## config.mk

```make
export PLATFORM = sky130hd
export DESIGN_NAME = rx_nrzi_destuff
export DESIGN_NICKNAME = d
export VERILOG_FILES = /design/src/rtl/rx_nrzi_destuff.sv
export SDC_FILE = /design/constraint.sdc
export NUM_CORES = 1
export LEC_CHECK = 0
export BUFFER_PORTS_ARGS = -buffer_cell sky130_fd_sc_hd__buf_2
export CORE_ASPECT_RATIO = 0.75
export CORE_MARGIN = 5
export CORE_UTILIZATION = 54
export DETAILED_ROUTE_END_ITERATION = 8
export PLACE_DENSITY = 0.77
export SLEW_MARGIN = 5
export SYNTH_ARGS = -nofsm -noshare
export SYNTH_HDL_FRONTEND = slang
export SYNTH_SLANG_ARGS = --single-unit
export TNS_END_PERCENT = 5
```

## constraint.sdc

```tcl
create_clock -name clk -period 1.4 [get_ports clk]
set_input_delay 0.07 -clock clk [delete_from_list [all_inputs] [get_ports clk]]
set_output_delay 0.07 -clock clk [all_outputs]
set_load 0.005 [all_outputs]
```

## src/rtl/rx_nrzi_destuff.sv

```systemverilog
// USB RX bit decoder: NRZI decode, bit de-stuffing and LSB-first byte assembly.
// Optional macro RX_STUFF_CHECK_EN enables stuff_error generation on a bad stuffed bit.
module rx_nrzi_destuff #(
    parameter int STUFF_LEN = 6
) (
    input  logic       clk,
    input  logic       n_rst,
    input  logic       d_plus,
    input  logic       d_minus,
    input  logic       shift_enable,
    input  logic       rcv_active,
    output logic       d_orig,
    output logic       invalid_bit,
    output logic       eop,
    output logic [7:0] rx_data,
    output logic       byte_valid,
    output logic       stuff_error
);
    localparam int OW = $clog2(STUFF_LEN + 1);

    logic          prev_level;
    logic [OW-1:0] ones_cnt;
    logic [2:0]    bit_cnt;
    logic [7:0]    shreg;

    logic          se0_p0;
    logic          dbit_p0;
    logic [OW-1:0] ones_nxt_p0;

    // Run length of decoded ones after this bit; a zero restarts the run.
    function automatic logic [OW-1:0] next_ones(input logic [OW-1:0] cnt, input logic b);
        return b ? OW'(cnt + OW'(1)) : '0;
    endfunction

    // Stage p0: combinational decode of the strobed line state.
    assign se0_p0      = ~d_plus & ~d_minus;
    assign dbit_p0     = (d_plus == prev_level);
    assign ones_nxt_p0 = next_ones(ones_cnt, dbit_p0);

    // Stage p1: registered decoder state and outputs.
    always_ff @(posedge clk) begin
        eop         <= 1'b0;
        byte_valid  <= 1'b0;
        stuff_error <= 1'b0;
        if (!n_rst) begin
            prev_level  <= 1'b1;
            ones_cnt    <= '0;
            bit_cnt     <= '0;
            shreg       <= '0;
            d_orig      <= 1'b1;
            invalid_bit <= 1'b0;
            rx_data     <= '0;
        end else if (!rcv_active) begin
            prev_level  <= 1'b1;
            ones_cnt    <= '0;
            bit_cnt     <= '0;
            shreg       <= '0;
            d_orig      <= 1'b1;
            invalid_bit <= 1'b0;
        end else if (shift_enable) begin
            if (se0_p0) begin
                // SE0 overrides a pending stuff slot and drops any partial byte.
                eop         <= 1'b1;
                bit_cnt     <= '0;
                ones_cnt    <= '0;
                invalid_bit <= 1'b0;
                prev_level  <= 1'b1;
            end else begin
                prev_level <= d_plus;
                d_orig     <= dbit_p0;
                if (invalid_bit) begin
                    ones_cnt    <= '0;
                    invalid_bit <= 1'b0;
`ifdef RX_STUFF_CHECK_EN
                    stuff_error <= dbit_p0;
`endif
                end else begin
                    shreg    <= {dbit_p0, shreg[7:1]};
                    bit_cnt  <= 3'(bit_cnt + 3'd1);
                    ones_cnt <= ones_nxt_p0;
                    if (ones_nxt_p0 == OW'(STUFF_LEN))
                        invalid_bit <= 1'b1;
                    if (bit_cnt == 3'd7) begin
                        rx_data    <= {dbit_p0, shreg[7:1]};
                        byte_valid <= 1'b1;
                    end
                end
            end
        end
    end
endmodule

```

# Yosys cells after proc, flatten, opt, wreduce, memory -nomap -nowiden
# Index checks and enable logic that the tools add are counted.
# Widths: inputs -> output; s select.
[word_totals]
latchBits = 0
n_memories = 0
regBits = 27
rom_bits = 0
ramBits = 0
wordCells = 41
in_bits = 6
output_inout_bits = 13
[classes]
n_bitwise = 8
shift = 0
n_lt_le_gt_ge = 0
eq_ne = 4
mul = 0
muxes = 11
n_div = 0
n_reduce_logical = 7
n_addsub = 2
[ops]
columns = ["cell", "n"]
rows = [
  ["$mux 3", 5],
  ["$not 1->1", 7],
  ["$add 3x1->3 const B", 2],
  ["$eq 3x3->1 const B", 2],
  ["$mux 1", 6],
  ["$reduce_and 2->1", 3],
  ["$reduce_and 3->1", 2],
  ["$reduce_and 5->1", 1],
  ["$reduce_or 5->1", 1],
  ["$ne 2x1->1 const B", 1],
  ["$and 1x1->1", 1],
  ["$eq 1x1->1", 1],
]

# Longest topological paths before layout
[logic_depth]
ltp_word = 6
mapped_depth = 6

# Least setup slack after synthesis
# No wires, ideal clock.
[synth_timing]
kind = "register to register"
from = "reg bit_cnt[0]"
to = "reg rx_data[7]"
synth_period_minus_slack_ns = 1.233
path_buffers = 1
setup_time_ns = 0.122
stages_incl_launch_ff = 7
t_arrival_ns = 1.111
path_slack_ns = 0.167
cell_sequence = "dfxtp_1 -> ha_1 -> ha_1 -> and2_1 -> clkbuf_1 -> nand4_1 -> a21oi_1"
[synth_via]
elab_chain_cells = 2
[synth_lines]
columns = ["element", "line", "source"]
rows = [
  ["start, declared", "23", "logic [2:0] bit_cnt;"],
  ["start signal, assigned", "79", "bit_cnt <= 3'(bit_cnt + 3'd1);"],
  ["$eq 3x3->1", "83", "if (bit_cnt == 3'd7) begin"],
  ["$reduce_and 5->1 (no source line)", "-", ""],
  ["end signal, assigned", "84", "rx_data <= {dbit_p0, shreg[7:1]};"],
  ["end, declared", "15", "output logic [7:0] rx_data,"],
]
# No other way between the ends.
# A chain may end at the register's enable or synchronous reset.

# Final worst setup path
[layout_timing]
from = "reg bit_cnt[0]"
to = "reg rx_data[6]"
# Same word-level chain as after synthesis.

==> impl_metrics.env <==
export IMPL_fillers=201
export IMPL_numCtsBuffers=3
export IMPL_hold_viol=0
export IMPL_layout_nets=158
export IMPL_min_period_ns=1.28
export IMPL_cts_root_buffer="clkbuf_4"
export IMPL_cp_required_ns=1.62
export IMPL_grt_ovfl_total=0
export IMPL_hold_path_class="in2reg"
export IMPL_min_path_cells=3
export IMPL_reg2reg_slack_ns=0.12
export IMPL_critical_path_endpoint_type="register"
export IMPL_slew_viol_final=0
export IMPL_final_cells=173
export IMPL_wire_per_inst_um=13.9
export IMPL_peakVddDrop_mv=0.418
export IMPL_multi_input_area_um2=603
export IMPL_path_class="reg2reg"
export IMPL_fin_area_um2=1320
export IMPL_cp_arrival_ns=1.51
export IMPL_clk_transition_reported_paths_ns=0.13
export IMPL_hpwlAfterDp_mm=1.73
export IMPL_max_cap_violations=0
export IMPL_grt_total_usage=0.164
export IMPL_p_total_w=0.00123
export IMPL_start_kind="register"
export IMPL_dp_cells=169
export IMPL_n_antenna_cell=0
export IMPL_critPathSlowestCell="dfxtp_1"
export IMPL_ys_types=37
export IMPL_routed_wl_mm=2.41
export IMPL_layout_drive_gt1_share=0.216
export IMPL_finClkSkew_ns=0.00406
export IMPL_layout_common_cells="dfxtp_1, a21oi_1, buf_2"
export IMPL_reg2reg_depth=5
export IMPL_crit_top_cell="ha_1"
export IMPL_ff_latch_area_um2=520
export IMPL_grt_pass1_wl_mm=4.27
export IMPL_numClockSinks=26
export IMPL_post_route_util=0.586
export IMPL_initial_core_util=0.551
export IMPL_layout_commonest_cell="dfxtp_1"
export IMPL_io_pins=19
export IMPL_syn_cell_area_um2=1240
export IMPL_critPathMaxStageDelay_ns=0.37
export IMPL_period_share=0.917
export IMPL_routed_via_density=5.97
export IMPL_p_leak_nw=0.481
export IMPL_timing_fmax_mhz=779
export IMPL_ys_ff_latch=26
export IMPL_htreeDepth=1
export IMPL_cp_max_fo=9
export IMPL_hold_ws_ns=0.101
export IMPL_min_to="rx_data[3]"
export IMPL_fp_dieH_um=51.5
export IMPL_antenna_left=0
export IMPL_outcome="finished, final reports clean"
export IMPL_drtIter0Drc=79
export IMPL_gp_congestion=0.766
export IMPL_synthesis_nets=146
export IMPL_die_area_um2=3360
export IMPL_r2r_end="rx_data[6]"
export IMPL_ys_seq_area_frac=0.420
export IMPL_worstHoldStart="n_rst"
export IMPL_relSlewSlack=0.633
export IMPL_cts_path_max_buffers=2
export IMPL_drc=0
export IMPL_place_area_um2=1270
export IMPL_port_buffers=17
export IMPL_cp_cell_sequence="ha_1 -> ha_1 -> nand2_2 -> o31ai_1 -> a21oi_1"
export IMPL_setup_viol=0
export IMPL_netlist_instances=137
export IMPL_design_core_area_um2=2250
export IMPL_drtPass1Iterations=4
export IMPL_grt_max_degree=18
export IMPL_tritoncts="yes"
export IMPL_clock_latency_ns=0.32
export IMPL_fp_row_count=15
export IMPL_pwr_density_cell_nw_per_um2=931
export IMPL_synthToLayoutAreaGrowth_pct=6.36
export IMPL_worstMarginPinSlew_ns=0.551
export IMPL_grt_antenna_before_repair=0
export IMPL_yosysWarnings=0
export IMPL_die_x_um=65.3
export IMPL_grt_pass1_vias=963
export IMPL_cts_setup_buffers=0
export IMPL_via_count=1033
export IMPL_syn_avg_cell_area_um2=9.05
export IMPL_rr_startpoint="bit_cnt[0]"
registers in the layout, indices dropped and copies added, names as in the netlist:
register	cells
shreg	7
eop	1
rx_data	8
ones_cnt	3
bit_cnt	3
byte_valid	1
prev_level	1
invalid_bit	1
d_orig	1
layout make-up:
cell class                 instances  area share
multi-input combinational         95       0.457
sequential                        26       0.395
timing repair buffer              19      0.0854
clock buffer                       4      0.0275
tap                               25      0.0237
inverter                           4      0.0114
metal layers:
layer / vias up / track usage / part of all wire
met5: - / 0 / 0
met2: 26 / 0.266 / 0.44
li1: 520 / - / -
met4: 0 / 0.0414 / 0.0091
met3: 4 / 0.0518 / 0.052
met1: 483 / 0.213 / 0.49
where the power goes:
part	switching (W)	internal, W
combinational	0.0000703	0.0000317
sequential	0.00000463	0.000746
clock	0.000217	0.000159
total	0.000291	0.000936
critical path: cells and delay by family, from the launching register on:
kind | cells | cell delay (ns)
AOI/OAI and AO/OA | 2 | 0.35
adders and majority gates | 2 | 0.33
DFF | 1 | 0.37
and+or+nand+nor | 1 | 0.14
worst max path at each step:
stage | endpoint | start | depth (start not counted) | slack [ns]
after floorplan | rx_data[7] | bit_cnt[0] | 6 | 0.17
after global placement | rx_data[1] | bit_cnt[0] | 5 | 0.15
after detailed placement | rx_data[0] | bit_cnt[0] | 5 | 0.03
after CTS | rx_data[0] | bit_cnt[0] | 5 | 0.003
after global routing | rx_data[1] | bit_cnt[0] | 5 | -0.01
final | rx_data[6] | bit_cnt[0] | 5 | 0.12
timing repair:
| action | 4_1_cts | 5_1_grt |
|---|---|---|
| resized for setup | 0 | 4 |
| hold buffers | 0 | 0 |
| setup endpoints to repair | 0 | 8 |
through the flow:
stage	setup TNS (ns)	setup WS [ns]
final	0	0.117
after global routing	-0.0154	-0.0129
after CTS	0	0.00276
after detailed placement	0	0.0306
after global placement	0	0.147
after floorplan	0	0.167
synth_stat cells, drive strengths merged:
| library cell | instances | area share |
|---|---|---|
| nor4 | 1 | 0.0050 |
| nand3 | 8 | 0.032 |
| and3b | 1 | 0.0081 |
| o21ai | 13 | 0.052 |
| clkbuf | 3 | 0.017 |
| o32ai | 1 | 0.0071 |
| o31ai | 8 | 0.048 |
| nand4 | 9 | 0.045 |
| conb | 1 | 0.0030 |
| nand2b | 2 | 0.016 |
| nor3 | 1 | 0.0081 |
| or3 | 1 | 0.0050 |
| nor2 | 1 | 0.0050 |
| nand2 | 7 | 0.021 |
| a2bb2oi | 1 | 0.0071 |
| and2 | 3 | 0.015 |
| dfxtp | 26 | 0.42 |
| ha | 3 | 0.030 |
| nor3b | 1 | 0.010 |
| clkinv | 1 | 0.0030 |
| o221ai | 1 | 0.0071 |
| nor2b | 1 | 0.0050 |
| and2b | 1 | 0.0061 |
| a21oi | 22 | 0.089 |
| buf | 9 | 0.076 |
| o211ai | 2 | 0.012 |
| o22ai | 1 | 0.0050 |
| xor2 | 1 | 0.0071 |
| o21a | 1 | 0.0061 |
| nand3b | 1 | 0.0061 |
| xnor2 | 1 | 0.0071 |
| or2 | 1 | 0.0050 |
| inv | 3 | 0.0091 |
logic make-up after synthesis:
| kind of cell | share of synthesized area |
|---|---|
| simple gates | 0.194 |
| fa+ha+maj | 0.0303 |
| compound gates | 0.234 |
| flops | 0.420 |
| other cells | 0.00302 |
| buf+inv | 0.105 |
| xor+xnor | 0.0141 |
No activity file was read; power rests on OpenSTA's default activity.
